--- src/rtl/pri_dec_3to8_pulse_if.sv ---
`default_nettype none
// ============================================================================
// Module      : pri_dec_3to8_pulse_if
// Description : Index handshake and one-hot output bundle for the 3-to-8
//               pulse decoder.
// Revision    : 1.0 - initial release
// ============================================================================
interface pri_dec_3to8_pulse_if;
    logic in_valid;
    logic a2;
    logic a1;
    logic a0;
    logic in_ready;
    logic y0;
    logic y1;
    logic y2;
    logic y3;
    logic y4;
    logic y5;
    logic y6;
    logic y7;
    logic busy;
    logic done;

    modport master (
        output in_valid, a2, a1, a0,
        input  in_ready, y0, y1, y2, y3, y4, y5, y6, y7, busy, done
    );

    modport slave (
        input  in_valid, a2, a1, a0,
        output in_ready, y0, y1, y2, y3, y4, y5, y6, y7, busy, done
    );
endinterface
`default_nettype wire

--- src/rtl/pri_dec_3to8_pulse.sv ---
`default_nettype none
// ============================================================================
// Module      : pri_dec_3to8_pulse
// Description : Accepts a 3-bit index, holds the selected one-hot line for
//               HOLD_CYCLES, then forces an all-zero gap before the next index.
// Revision    : 1.0 - initial release
// ============================================================================
module pri_dec_3to8_pulse #(
    parameter int HOLD_CYCLES = 4,
    parameter int GAP_CYCLES  = 1,
    parameter int CNT_W       = 8
) (
    input  wire logic          clk,
    input  wire logic          rst,
    pri_dec_3to8_pulse_if.slave bus
);

    typedef enum logic [1:0] {
        ST_IDLE = 2'd0,
        ST_HOLD = 2'd1,
        ST_GAP  = 2'd2
    } state_t;

    localparam logic [CNT_W-1:0] c_hold_load = CNT_W'(HOLD_CYCLES - 1);
    localparam logic [CNT_W-1:0] c_gap_load  = CNT_W'((GAP_CYCLES > 0) ? GAP_CYCLES - 1 : 0);
    localparam logic             c_has_gap   = (GAP_CYCLES > 0);

    state_t           r_state;
    state_t           w_state_nxt;
    logic [CNT_W-1:0] r_cnt;
    logic [CNT_W-1:0] w_cnt_nxt;
    logic [2:0]       r_idx;
    logic [2:0]       w_idx_nxt;
    logic [7:0]       r_y;
    logic [7:0]       w_y_nxt;
    logic             r_done;
    logic             w_done_nxt;
    logic [2:0]       w_a;
    logic             w_ready;
    logic             w_xfer;

    assign w_a     = {bus.a2, bus.a1, bus.a0};
    assign w_ready = (r_state == ST_IDLE) && !rst;
    assign w_xfer  = bus.in_valid && w_ready;

    // Next y is computed alongside next state so the line is registered and
    // rises in the very cycle HOLD begins.
    always_comb begin
        w_state_nxt = r_state;
        w_cnt_nxt   = r_cnt;
        w_idx_nxt   = r_idx;
        w_y_nxt     = 8'h00;
        w_done_nxt  = 1'b0;
        case (r_state)
            ST_IDLE: begin
                if (w_xfer) begin
                    w_idx_nxt   = w_a;
                    w_cnt_nxt   = c_hold_load;
                    w_y_nxt     = 8'h01 << w_a;
                    w_state_nxt = ST_HOLD;
                end
            end
            ST_HOLD: begin
                if (r_cnt != '0) begin
                    w_cnt_nxt = r_cnt - 1'b1;
                    w_y_nxt   = 8'h01 << r_idx;
                end else begin
                    w_done_nxt = 1'b1;
                    if (c_has_gap) begin
                        w_cnt_nxt   = c_gap_load;
                        w_state_nxt = ST_GAP;
                    end else begin
                        w_state_nxt = ST_IDLE;
                    end
                end
            end
            ST_GAP: begin
                if (r_cnt != '0) begin
                    w_cnt_nxt = r_cnt - 1'b1;
                end else begin
                    w_state_nxt = ST_IDLE;
                end
            end
            default: begin
                w_state_nxt = ST_IDLE;
            end
        endcase
    end

    always_ff @(posedge clk) begin
        if (rst) begin
            r_state <= ST_IDLE;
            r_cnt   <= '0;
            r_idx   <= 3'd0;
            r_y     <= 8'h00;
            r_done  <= 1'b0;
        end else begin
            r_state <= w_state_nxt;
            r_cnt   <= w_cnt_nxt;
            r_idx   <= w_idx_nxt;
            r_y     <= w_y_nxt;
            r_done  <= w_done_nxt;
        end
    end

    assign bus.in_ready = w_ready;
    assign bus.busy     = (r_state != ST_IDLE);
    assign bus.done     = r_done;
    assign bus.y0       = r_y[0];
    assign bus.y1       = r_y[1];
    assign bus.y2       = r_y[2];
    assign bus.y3       = r_y[3];
    assign bus.y4       = r_y[4];
    assign bus.y5       = r_y[5];
    assign bus.y6       = r_y[6];
    assign bus.y7       = r_y[7];

endmodule
`default_nettype wire

--- src/flat_wrapper.sv ---
// flat-port wrapper written by rule: the top's interface ports become plain ports
module pri_dec_3to8_pulse_flat 
#(
    parameter int HOLD_CYCLES = 4,
    parameter int GAP_CYCLES  = 1,
    parameter int CNT_W       = 8
)
  (clk, rst, bus_in_valid, bus_a2, bus_a1, bus_a0, bus_in_ready, bus_y0, bus_y1, bus_y2, bus_y3, bus_y4, bus_y5, bus_y6, bus_y7, bus_busy, bus_done);
  pri_dec_3to8_pulse_if bus_i ();
  input  wire logic clk;
  input  wire logic rst;
  input wire logic [$bits(bus_i.in_valid)-1:0] bus_in_valid;
  input wire logic [$bits(bus_i.a2)-1:0] bus_a2;
  input wire logic [$bits(bus_i.a1)-1:0] bus_a1;
  input wire logic [$bits(bus_i.a0)-1:0] bus_a0;
  output wire logic [$bits(bus_i.in_ready)-1:0] bus_in_ready;
  output wire logic [$bits(bus_i.y0)-1:0] bus_y0;
  output wire logic [$bits(bus_i.y1)-1:0] bus_y1;
  output wire logic [$bits(bus_i.y2)-1:0] bus_y2;
  output wire logic [$bits(bus_i.y3)-1:0] bus_y3;
  output wire logic [$bits(bus_i.y4)-1:0] bus_y4;
  output wire logic [$bits(bus_i.y5)-1:0] bus_y5;
  output wire logic [$bits(bus_i.y6)-1:0] bus_y6;
  output wire logic [$bits(bus_i.y7)-1:0] bus_y7;
  output wire logic [$bits(bus_i.busy)-1:0] bus_busy;
  output wire logic [$bits(bus_i.done)-1:0] bus_done;
  assign bus_i.in_valid = bus_in_valid;
  assign bus_i.a2 = bus_a2;
  assign bus_i.a1 = bus_a1;
  assign bus_i.a0 = bus_a0;
  assign bus_in_ready = bus_i.in_ready;
  assign bus_y0 = bus_i.y0;
  assign bus_y1 = bus_i.y1;
  assign bus_y2 = bus_i.y2;
  assign bus_y3 = bus_i.y3;
  assign bus_y4 = bus_i.y4;
  assign bus_y5 = bus_i.y5;
  assign bus_y6 = bus_i.y6;
  assign bus_y7 = bus_i.y7;
  assign bus_busy = bus_i.busy;
  assign bus_done = bus_i.done;
  pri_dec_3to8_pulse #(.HOLD_CYCLES(HOLD_CYCLES), .GAP_CYCLES(GAP_CYCLES), .CNT_W(CNT_W)) u_core (.clk(clk), .rst(rst), .bus(bus_i));
endmodule
--- config.mk ---
export PLATFORM = sky130hd
export DESIGN_NAME = pri_dec_3to8_pulse_flat
export DESIGN_NICKNAME = d
export VERILOG_FILES = /design/src/rtl/pri_dec_3to8_pulse_if.sv /design/src/rtl/pri_dec_3to8_pulse.sv /design/src/flat_wrapper.sv
export SDC_FILE = /design/constraint.sdc
export NUM_CORES = 1
export LEC_CHECK = 0
export ABC_AREA = 0
export BUFFER_PORTS_ARGS = -buffer_cell sky130_fd_sc_hd__clkbuf_2
export CORE_UTILIZATION = 34
export DETAILED_ROUTE_END_ITERATION = 10
export PLACE_DENSITY = 0.49
export SYNTH_ARGS = -nofsm -noshare
export SYNTH_HDL_FRONTEND = slang
export SYNTH_SLANG_ARGS = --single-unit
--- constraint.sdc ---
create_clock -name clk -period 2.28 [get_ports clk]
set_clock_uncertainty 0.05 [all_clocks]
set_input_delay 0.456 -clock clk [delete_from_list [all_inputs] [get_ports clk]]
set_output_delay 0.456 -clock clk [all_outputs]
set_load 0.02 [all_outputs]
==> results of run 1 <==
-- cell usage after synthesis (all sizes together) (2+ instances only) --
master / n
nand2b: 3
a22oi: 3
ha: 7
or4: 5
nand3: 11
or3: 2
dfxtp: 22
inv: 7
a21o: 4
a211oi: 9
nand2: 9
and3: 2
a311oi: 2
o31ai: 4
nor2: 7
buf: 4
o21ai: 2
nor4: 3
a21oi: 16
nor2b: 5
o41ai: 2
-- stage by stage --
stage	worst slack [ns]	instance area (µm²)	cells	util, %	hold WS (ns)
finish	0.248	1390	205	41.0	0.338
global route	0.143	1390	205	41.0	0.350
CTS	0.233	1390	205	41.0	0.327
detailed placement	0.317	1350	201	39.9	0.470
global placement	0.355	1350	201	39.9	0.470
floorplan	0.371	1220	140	-	0.427
-- layout make-up --
| type | count | share of cell area [%] |
|---|---|---|
| tap | 46 | 4.14 |
| sequential | 22 | 31.7 |
| clock buffer | 4 | 2.61 |
| multi-input combinational | 106 | 51.8 |
| inverter | 7 | 1.89 |
| timing repair buffer | 20 | 7.92 |
-- per-layer routing --
metal  wire length [µm]  GRT usage, %  part of all wire, %
met1               1300          20.9                   47
met5                  0             0                    0
met4                 23          7.62                 0.84
met2               1350          25.2                   49
met3                 69          2.48                  2.5
-- how the worst max path moves through the flow --
stage	endpoint	cells after the start	slack [ns]	startpoint
CTS	bus_in_ready	5	0.23	u_core.r_state[0]$_SDFFE_PP0P_
floorplan	u_core.r_cnt[5]$_SDFFE_PP0P_	7	0.37	u_core.r_cnt[0]$_SDFFE_PP0P_
global placement	u_core.r_cnt[2]$_SDFFE_PP0P_	5	0.35	bus_in_valid
detailed placement	u_core.r_cnt[5]$_SDFFE_PP0P_	6	0.32	u_core.r_cnt[0]$_SDFFE_PP0P_
finish	bus_in_ready	5	0.25	u_core.r_state[1]$_SDFFE_PP0P_
global route	bus_in_ready	5	0.14	u_core.r_state[1]$_SDFFE_PP0P_
-- cells by family after synthesis --
| logic type | share of synthesized area, % |
|---|---|
| flops | 36.0 |
| fa+ha+maj | 7.15 |
| simple gates | 26.9 |
| buf+inv | 5.31 |
| compound gates | 24.7 |
-- worst register-to-register path, cell delays in order (launching register included) --
cell and delay, ns:
sky130_fd_sc_hd__dfxtp_1 0.39, sky130_fd_sc_hd__inv_1 0.08, sky130_fd_sc_hd__ha_1 0.20, sky130_fd_sc_hd__nor3b_1 0.15
sky130_fd_sc_hd__and3_1 0.31, sky130_fd_sc_hd__or4_1 0.54, sky130_fd_sc_hd__a211oi_2 0.22
-- flip-flops by register name (all words and copies together), names as in the netlist --
signal           flops
u_core.r_idx         3
u_core.r_state       2
u_core.r_y           8
u_core.bus.done      1
u_core.r_cnt         8
-- power breakdown --
| part | total, µW | internal, µW | switching (µW) |
|---|---|---|---|
| Clock | 216 | 97.4 | 119 |
| Sequential | 564 | 469 | 94.9 |
| Combinational | 939 | 403 | 536 |
| Total | 1720 | 969 | 750 |
==> reports/results.txt, run 1 <==
The flow ran to the end, and the final reports show no timing, DRC or antenna violations. Counting instances, the worst hold path has a depth of 3. The clock network latency to the later pin of the worst-skew pair was 0.31 ns.

Overall die width: 62.0 µm. The worst setup path is captured at a primary output. In this run the worst path has a maximum fanout of 10. The instance count of the mapped netlist is 140.

Counting the buffers created by CTS gives 3. Counting every sink on the clock net gives 22. Sequential elements use 36.0% of the synthesized area. The number of global-route vias before repair was 973. The clock root buffer was sky130_fd_sc_hd__clkbuf_4. The number of design-rule violations left by the first detailed-router iteration was 52.

The completed layout was analyzed and its total power is 1720 µW. During synthesis, Yosys emitted a total of 0 warnings. The largest net degree at the start of global routing is 17. The sum of overflow across all layers after global routing was 0. Each instance of the synthesized netlist takes up on average 8.75 µm². Setup violations remaining at the end of the flow were counted as 0. The tools report the H-tree depth reported by CTS as 1.

TritonCTS built the clock tree. The final period utilization was 89.1%. Post-CTS repair changed the size of 0 cells.

For the initial antenna violation count, the log shows 0. The number of cells on the worst reg-to-reg path was 6. In this run the standard cell core region covers 3390 µm². The sum of net half-perimeters after detailed placement was 2000 µm. After detailed routing, the total wire length is 2740 µm.

The detail route stage leaves a number of antenna-violating nets equal to 0. Vias per cell: 5.40. The biggest cell delay along the critical path was 0.36 ns; the starting density of the core was 36.1%.

The count of flip-flops with a built-in enable after synthesis was 0. The I/O pin count was 17. The capture point of the worst reg-to-reg path is u_core.r_cnt[5]$_SDFFE_PP0P_. The run gives 1108 as the number of vias after detailed routing. The synthesized design contains 22 register bits. The final period demand of the worst path was 2.03 ns; the clock-pin slew of the registers on the worst-case setup and hold paths was 0.13 ns. The first detailed-routing pass took 4 iterations. For this run, design rule violations remaining after detail routing come to 0.

The startpoint identified for the worst register-to-register timing path is u_core.r_cnt[1]$_SDFFE_PP0P_. Buffers inserted to repair hold after CTS numbered 0. The top cell types in the final layout, fill and taps aside, are sky130_fd_sc_hd__dfxtp_1, sky130_fd_sc_hd__clkbuf_2, sky130_fd_sc_hd__a21oi_1. Combined global-route utilization of all metal layers: 15.9%.

Number of placement rows: 21. Summing all multi-input logic gate instances after layout gives 719 µm². Ranked by total cell area, the synthesized netlist is headed by sky130_fd_sc_hd__dfxtp_1, sky130_fd_sc_hd__ha_1, sky130_fd_sc_hd__a21oi_1, sky130_fd_sc_hd__a211oi_1, sky130_fd_sc_hd__nand3_1. Registers take 440 µm². The number of buffers and inverters on the critical path is 3. At the pin with the least slew margin, the transition time is 0.577 ns. Compared with the post-synthesis result, the final layout area differs by 13.5%. The worst pin sits at a relative slew slack of 61.4%.

The worst setup path is of the reg2out kind. The global-route wire length before repair came out at 4470 µm. The post-route netlist has 21.4% of its cells at a drive strength greater than 1.

The count of buffers added on input and output ports is 16. Reported leakage power: 0.000546 µW. Summed over all failing endpoints, the final setup total negative slack is 0 ns.

The dominant synthesized flop cell was sky130_fd_sc_hd__dfxtp_1. The worst setup path is launched from a flip-flop. Data on the critical path is required at its endpoint by 1.77 ns.

The number of failing hold endpoints at the final stage is 0. Timing would allow up to 492 MHz. Setup repair after global routing left no endpoint under its margin.

The maximum clock insertion buffer count is 2, and the average wire length per cell after detail routing is 13.4 µm. The die height was 62.0 µm; the number of pins exceeding their max-slew limit in the final report was 0. Total nets after synthesis: 153.

The count of maximum capacitance violations came out at 0. For hold timing, the worst endpoint is u_core.r_idx[2]$_SDFFE_PP0P_. The critical path goes through inv_1 -> ha_1 -> buf_4 -> nor2b_1 -> clkbuf_2. For the diode insertion count for antenna repair, the log shows 0. Post-CTS timing repair inserted 0 buffers for setup. In this run the biggest area consumer among cell types represents 36.0% of the synthesized area. The tools report the final-stage net count as 173. Data arrives at the worst endpoint at 1.53 ns.

The cell with the largest stage delay on the worst path was sky130_fd_sc_hd__dfxtp_1. The layout has 348 filler cells. The run gives 0.491 mV as the peak supply drop. On the critical path the largest part of the delay comes from buffers and inverters. Across all register-to-register paths, the minimum setup slack is 0.27 ns. The power per cell area is 1240 nW/µm². The tightest min-delay check is of the in2reg type. Leaving out fill and tap cells, the most frequent cell in the layout is sky130_fd_sc_hd__dfxtp_1.

At the end of routability-driven placement, the weighted congestion stood at 0.814. The startpoint identified for the worst hold timing path is bus_a2. The cell area that synthesis handed to floorplanning was 1220 µm².

The async set-or-reset flop fraction in the synthesized netlist was 0%. Summed over all instances, the cell type with the most area after synthesis is sky130_fd_sc_hd__dfxtp_1. Number of library cell types mapped by synthesis: 42. The run gives 3850 µm² as the full die area.
(Power assumes the default switching activity.)
==> run 2: changes to the inputs <==
--- a/config.mk
+++ b/config.mk
@@ -5,7 +5,7 @@
 export SDC_FILE = /design/constraint.sdc
 export NUM_CORES = 1
 export LEC_CHECK = 0
-export ABC_AREA = 0
+export ABC_AREA = 1
 export BUFFER_PORTS_ARGS = -buffer_cell sky130_fd_sc_hd__clkbuf_2
 export CORE_UTILIZATION = 34
 export DETAILED_ROUTE_END_ITERATION = 10
==> run 2 against run 1 <==
Non-clock buffer count fell by 3. Clock power barely moved. Sequential cell count did not move. Setup slack improved by 0.040 ns. Synthesized cell count rose by 20%. Wire length fell by 18%. Sequential share of layout area rose by 1.7 points. Design area fell by 5.1%. Clock-buffer cell count did not move. Hold slack improved by 0.073 ns.
==> reports/results.txt, run 2 <==
The run finished with clean final reports. The run gives 0 ns (unchanged) as the final total negative setup slack. Final period demand of the worst path: 1.99 ns (-0.0400 ns).

Cell with the largest stage delay on the worst path: sky130_fd_sc_hd__dfxtp_1. The clock root buffer was sky130_fd_sc_hd__clkbuf_4. The data arrival time at the worst-slack endpoint was 2.15 ns (+0.62 ns); the number of design-rule violations left by the first detailed-router iteration was 60 (+15%). For the post-CTS setup repair buffer count, the log shows 0 (unchanged). The largest registers in the layout are u_core.r_cnt x8, u_core.r_y x8, u_core.r_idx x3. For the count of maximum capacitance violations, the log shows 0 (unchanged). Leaving out fill and tap cells, the most frequent cells in the layout are sky130_fd_sc_hd__nand2_1, sky130_fd_sc_hd__inv_1, sky130_fd_sc_hd__nor2_1, sky130_fd_sc_hd__dfxtp_1, sky130_fd_sc_hd__clkbuf_2. Reported leakage power: 0.000597 µW (+9.3%). Category of the critical setup timing path: reg2reg. The power per cell area works out to 1190 nW/µm² (-3.6%). The overall die width was 60.3 µm (-2.8%); the area of the core was 3130 µm² (-7.7%). Counting instances in the post-synthesis netlist gives the leading cell types as sky130_fd_sc_hd__nand2_1, sky130_fd_sc_hd__inv_1, sky130_fd_sc_hd__dfxtp_1, sky130_fd_sc_hd__nor2_1, sky130_fd_sc_hd__nand3_1. TritonCTS built the clock tree. The run gives 0 (unchanged) as the initial antenna violation count. The die height came out at 60.3 µm (-2.8%).

Peak supply drop: 0.549 mV (+12%). The vias per cell works out to 4.54 (-16%). The tools report the starting density of the core as 36.9% (+0.78 points).

The run gives 4 (unchanged) as the first-pass iteration count of the detailed router. The tools report the I/O pin count as 17 (unchanged). The number of synthesized register bits works out to 22 (unchanged). Fraction of layout cells with a size suffix above 1: 14.4% (-6.9 points).

The final wirelength came out at 2260 µm (-18%). The logs give 14 (-3) for the largest net degree at the start of global routing and 1 (unchanged) for the H-tree depth reported by CTS. The count of flip-flops with a built-in enable after synthesis was 0 (unchanged).

The instance count of the mapped netlist was 168 (+20%). The number of buffers inserted by port buffering works out to 16 (unchanged). The worst setup path is launched from a flip-flop. The run gives 0 (unchanged) as the number of failing hold endpoints at the final stage. Setup repair after global routing left no endpoint under its margin. The tools report the worst slew margin relative to its limit as 69.9% (+8.4 points). After synthesis, the cell types taking the most area are sky130_fd_sc_hd__dfxtp_1, sky130_fd_sc_hd__nand2_1, sky130_fd_sc_hd__inv_1, sky130_fd_sc_hd__ha_1, sky130_fd_sc_hd__nor2_1. Async set-or-reset flop fraction in the synthesized netlist: 0% (unchanged). The run gives 0 (unchanged) as the sum of overflow across all layers after global routing.

The combined global-route utilization of all metal layers was 14.6% (-1.2 points); the number of library cell types mapped by synthesis was 21 (-50%). The sink count of the clock tree was 22 (unchanged); the slew of the pin with the lowest slew margin was 0.452 ns (-0.125 ns). The average wire length per cell after detail routing came out at 9.78 µm (-27%). The count of endpoints failing setup in the final report was 0 (unchanged); the final estimated routing congestion in global placement was 0.823 (+1.2%).

The DRC violation count after routing is 0 (unchanged). Among all cell types in the netlist, the one instantiated most often is sky130_fd_sc_hd__nand2_1. The final-stage net count was 201 (+16%); the number of buffers created by CTS was 3 (unchanged). The average cell area after synthesis is 6.87 µm² (-21%). The global-route wire length before repair is 3900 µm (-13%), and the total nets after synthesis is 181 (+18%).

The largest fanout of any net on the critical path is 11 (+1), and the diode insertion count for antenna repair is 0 (unchanged). The total of hold buffers inserted after clock tree synthesis came out at 0 (unchanged). Traced cell by cell, the critical path runs through inv_1 -> ha_1 -> nand3_4 -> nand2_2 -> nand2_1 -> a21oi_2 -> nand2_1 -> nand2_1 -> nor2_1. The cell type with the largest total area after synthesis is sky130_fd_sc_hd__dfxtp_1. For the maximum achievable frequency, the log shows 502 MHz (+2.0%).

The area share of the largest cell type after synthesis was 38.1% (+2.2 points). The residual antenna-violating net count after detailed routing was 0 (unchanged); the number of gates resized after CTS was 0 (unchanged). The part of the Yosys area used for sequential elements came out at 38.1% (+2.2 points). The most used flip-flop cell after synthesis is sky130_fd_sc_hd__dfxtp_1. Number of placement rows: 20 (-4.8%). The clock network latency to the later pin of the worst-skew pair came out at 0.30 ns (about the same). The maximum clock insertion buffer count was 2 (unchanged); the number of global-route vias before repair was 947 (-2.7%).

The full die area is 3630 µm² (-5.5%), and the final period utilization is 87.4% (-1.8 points). The library cell used most frequently in the layout, excluding fill and tap cells, is sky130_fd_sc_hd__nand2_1. The clock-pin slew of the registers on the worst-case setup and hold paths was 0.12 ns (about the same).

The tools report the cell area after synthesis as 1150 µm² (-5.7%). Among the stages of the critical path, the cell type that occurs most often is sky130_fd_sc_hd__nand2_1. Worst slack on hold paths: 0.411 ns (+0.0726 ns).

The run gives 2.44 ns (+0.67 ns) as the required time reported for the critical path endpoint. The tools report the endpoint type of the worst setup path as a flip-flop. The number of vias after detailed routing was 1049 (-5.3%); the number of pins exceeding their max-slew limit in the final report was 0 (unchanged). Compared with the post-synthesis result, the final layout area differs by 14.2%. The tightest min-delay check is of the in2reg type. The worst setup slack for register-to-register paths was 0.29 ns (+0.02 ns); the synthesis warning total was 0 (unchanged). The sum of net half-perimeters after detailed placement is 1880 µm (-6.3%), and the biggest cell delay along the critical path is 0.36 ns (about the same).
==> run 2: cell type report <==
cell class,instances,area (µm²)
flip-flops and latches,22,440
well taps,44,55.1
inverters,33,126
multi-input cells,111,573
repair buffers,17,87.6
fillers,350,1810
clock buffers,4,36.3
==> run 2: power by group <==
| part | switching, µW | internal [µW] | leakage, µW |
|---|---|---|---|
| sequential | 68.8 | 476 | 0.000179 |
| combinational | 540 | 276 | 0.000397 |
| clock | 115 | 97.5 | 0.0000210 |
==> run 2: cells by family after synthesis <==
kind of cell | count (synthesis) | synth area share [%]
buf+inv | 35 | 12.2
simple gates | 81 | 30.4
flops | 22 | 38.1
fa+ha+maj | 7 | 7.58
compound gates | 23 | 11.6
==> run 2: metrics by stage <==
step / cells / total power, µW / setup slack [ns] / utilization, % / cell area [µm²]
after floorplan: 168 / 1220 / 0.484 / - / 1150
after global placement: 227 / 1380 / 0.393 / 41.0 / 1280
after detailed placement: 227 / 1380 / 0.281 / 41.0 / 1280
after CTS: 231 / 1600 / 0.244 / 42.2 / 1320
after global routing: 231 / 1740 / 0.0452 / 42.2 / 1320
final: 231 / 1570 / 0.288 / 42.2 / 1320
==> run 2: worst paths after layout <==
path	start	end	cells after the start
max reg2reg	u_core.r_state[0]$_SDFFE_PP0P_	u_core.r_cnt[5]$_SDFFE_PP0P_	9
max	u_core.r_state[0]$_SDFFE_PP0P_	u_core.r_cnt[5]$_SDFFE_PP0P_	9
min reg2reg	u_core.r_idx[2]$_SDFFE_PP0P_	u_core.r_idx[2]$_SDFFE_PP0P_	2
min	bus_a1	u_core.r_idx[1]$_SDFFE_PP0P_	3
==> run 2: metal layers <==
layer / up-vias / track usage, % / wire length (µm) / share of wire [%]
met2: 16 / 27.0 / 1160 / 51
li1: 568 / - / - / -
met5: - / 0 / 0 / 0
met3: 2 / 4.55 / 66 / 2.9
met1: 463 / 15.6 / 1020 / 45
met4: 0 / 4.65 / 16 / 0.71
==> run 2: worst max-delay path, delay by kind of cell (launching register included) <==
family	cells	cell delay, ns
buffers and inverters	1	0.12
adder cells (fa/ha/maj)	1	0.28
AND/OR/NAND/NOR	6	0.74
AO/OA/AOI/OAI	1	0.36
flip-flops	1	0.36
==> run 3: changes to the inputs <==
--- a/config.mk
+++ b/config.mk
@@ -9,6 +9,7 @@
 export BUFFER_PORTS_ARGS = -buffer_cell sky130_fd_sc_hd__clkbuf_2
 export CORE_UTILIZATION = 34
 export DETAILED_ROUTE_END_ITERATION = 10
+export GPL_ROUTABILITY_DRIVEN = 0
 export PLACE_DENSITY = 0.49
 export SYNTH_ARGS = -nofsm -noshare
 export SYNTH_HDL_FRONTEND = slang
==> constraint.sdc (replaced) <==
create_clock -name clk -period 2.5 [get_ports clk]
set_clock_uncertainty 0.05 [all_clocks]
set_input_delay 0.5 -clock clk [delete_from_list [all_inputs] [get_ports clk]]
set_output_delay 0.5 -clock clk [all_outputs]
set_load 0.02 [all_outputs]
==> run 3 against run 2 <==
Wire length up 1.3%. Sequential power is 9.0% lower. Critical endpoint is now bus_in_ready. Register-to-register slack better by 0.22 ns. Clock power rose by 28%. Utilization increased by 0.28 points. Critical path depth is 4 lower. Critical path type is now reg2out. Via count up 0.76%. Clock-buffer cell count fell by 1. Sequential cell count stayed put. Sequential share of layout area shrank 0.22 points. Largest cell class unchanged.
==> reports/results.txt, run 3 (synthesis gave the netlist of run 2 again) <==
The vias per cell came out at 4.60 (+1.2%). TritonCTS built the clock tree. The logs give 0 (unchanged) for the initial antenna violation count and 4260 µm (+9.2%) for the global-route wire length before repair.

The combined global-route utilization of all metal layers was 15.4% (+0.81 points). For the count of endpoints failing setup in the final report, the log shows 0 (unchanged). The tools report the cell total after placement as 226 (-0.44%). Leaving out fill and tap cells, the most frequent cells in the layout are sky130_fd_sc_hd__nand2_1, sky130_fd_sc_hd__inv_1, sky130_fd_sc_hd__nor2_1, sky130_fd_sc_hd__dfxtp_1, sky130_fd_sc_hd__clkbuf_2. The largest net degree at the start of global routing is 15 (+1). The signal on the critical path passes through inv_1 -> ha_1 -> inv_1 -> nor2_1 -> clkbuf_2.

Fraction of layout cells with a size suffix above 1: 14.0% (-0.46 points). The worst setup path is launched from a flip-flop. The logs give 0 (unchanged) for the number of gates resized after CTS and 0 (unchanged) for the residual antenna-violating net count after detailed routing.

The run gives 69.3% (-0.59 points) as the worst slew margin relative to its limit. Setup repair after global routing left no endpoint under its margin. The I/O pin count is 17 (unchanged). The total of hold buffers inserted after clock tree synthesis was 0 (unchanged); the number of buffers inserted by port buffering was 16 (unchanged). The number of design-rule violations left by the first detailed-router iteration was 33 (-45%). The number of vias after detailed routing is 1057 (+0.76%), and the final period demand of the worst path is 2.09 ns. The run gives 3630 µm² (unchanged) as the full die area. The DRC violation count after routing is 0 (unchanged), and the first-pass iteration count of the detailed router is 4 (unchanged).

The die height was 60.3 µm (unchanged); the number of pins exceeding their max-slew limit in the final report was 0 (unchanged). The kind of cell with the highest combined delay along the critical path is buffers and inverters. The run gives 3 (unchanged) as the number of buffers created by CTS. The reported leakage power came out at 0.000599 µW (+0.36%). The tools report the post-CTS setup repair buffer count as 0 (unchanged).

The run gives 0.31 ns (about the same) as the clock network latency to the later pin of the worst-skew pair. The number of failing hold endpoints at the final stage was 0 (unchanged); the summed area of non-filler cells in the final layout was 1330 µm² (+0.66%). The final cell count without fillers is 230 (-0.43%), and the peak supply drop is 0.540 mV (-1.7%). The overall die width works out to 60.3 µm (unchanged). Average wire length per cell after detail routing: 9.95 µm (+1.7%). The final-stage net count came out at 200 (-0.50%). The root buffer cell chosen for the clock tree is sky130_fd_sc_hd__clkbuf_4. The area of the core was 3130 µm² (unchanged). The run gives 22 (unchanged) as the sink count of the clock tree. The number of global-route vias before repair is 1017 (+7.4%), and the biggest cell delay along the critical path is 0.37 ns (about the same).

The clock-pin slew of the registers on the worst-case setup and hold paths was 0.13 ns (about the same). The run gives 36.9% (unchanged) as the starting density of the core. The area growth from synthesis to layout is 15.0%. The slew of the pin with the lowest slew margin was 0.461 ns (+0.00881 ns); the H-tree depth reported by CTS was 1 (unchanged).

Buffers plus inverters on the worst setup path: 3 (+2). The critical path is of the reg2out type. The run gives 1.95 ns (-0.49 ns) as the required time reported for the critical path endpoint. The sum of net half-perimeters after detailed placement was 1840 µm (-1.9%); the final total negative setup slack was 0 ns (unchanged). For this run, the top clock speed supported by timing is 479 MHz. For the count of fill cells added during filler insertion, the log shows 326 (-6.9%).

The run gives 1.54 ns (-0.61 ns) as the data arrival time at the worst-slack endpoint. By instance count, the cell type seen most on the critical path is sky130_fd_sc_hd__inv_1. Instance area at placement: 1270 µm² (-0.59%). For the count of maximum capacitance violations, the log shows 0 (unchanged).

The cell with the largest stage delay on the worst path was sky130_fd_sc_hd__dfxtp_1. The number of placement rows is 20 (unchanged). Endpoint type of the worst setup path: a primary output. The largest registers in the layout are u_core.r_cnt x8, u_core.r_y x8, u_core.r_idx x3. The flow ran to the end, and the final reports show no timing, DRC or antenna violations. For the sum of overflow across all layers after global routing, the log shows 0 (unchanged).

The largest fanout of any net on the critical path came out at 4 (-7). The power per cell area works out to 1140 nW/µm² (-4.1%). The diode insertion count for antenna repair is 0 (unchanged). The worst hold path belongs to the class reg2reg. Leaving out fill and tap cells, the most frequent cell in the layout is sky130_fd_sc_hd__nand2_1. The maximum clock insertion buffer count was 2 (unchanged); the final wirelength was 2290 µm (+1.3%). Of the available clock period, the critical path in the final layout requires 83.4%.
run 3: cell type report:
class	count	area [µm²]	area share, %
Sequential cell	22	440	33.2
Clock buffer	3	22.5	1.70
Clock inverter	1	30.0	2.26
Inverter	33	126	9.52
Timing Repair Buffer	16	80.1	6.03
Tap cell	44	55.1	4.15
Multi-Input combinational cell	111	573	43.2
run 3: worst paths after layout:
kind | from | end | slack [ns] | cells past startpoint
worst min register to register | u_core.r_idx[2]$_SDFFE_PP0P_ | u_core.r_idx[2]$_SDFFE_PP0P_ | 0.44 | 2
worst max-delay path | u_core.r_state[0]$_SDFFE_PP0P_ | bus_in_ready | 0.41 | 5
worst max register to register | u_core.r_state[0]$_SDFFE_PP0P_ | u_core.r_cnt[5]$_SDFFE_PP0P_ | 0.51 | 9
worst min-delay path | u_core.r_idx[2]$_SDFFE_PP0P_ | u_core.r_idx[2]$_SDFFE_PP0P_ | 0.44 | 2
run 3: worst min-delay path: cells and delay by family (launching register included):
family	cells	cell delay, ns
compound gates	1	0.05
flops	1	0.35
simple gates	1	0.06
run 3: power breakdown:
part | internal [µW] | leakage [µW] | switching, µW | total, µW
clock network | 162 | 0.0000279 | 111 | 273
registers | 434 | 0.000179 | 62.5 | 496
logic | 251 | 0.000392 | 498 | 749
total | 847 | 0.000599 | 671 | 1520
run 3: through the flow:
step                      utilization (%)  hold WS (ns)  setup slack [ns]  power (µW)
after floorplan                         -         0.402             0.704        1110
after global placement               40.8         0.432             0.466        1260
after detailed placement             40.8         0.424             0.397        1260
after CTS                            42.4         0.437             0.381        1540
after global routing                 42.4         0.484             0.232        1700
final                                42.4         0.444             0.414        1520
run 3: metal layers:
layer  GRT usage (%)  vias to the layer above  wire length [µm]
li1                -                      567                 -
met1            17.8                      474              1070
met2            27.6                       14              1140
met3            3.90                        2                61
met4            4.65                        0                19
met5               0                        -                 0
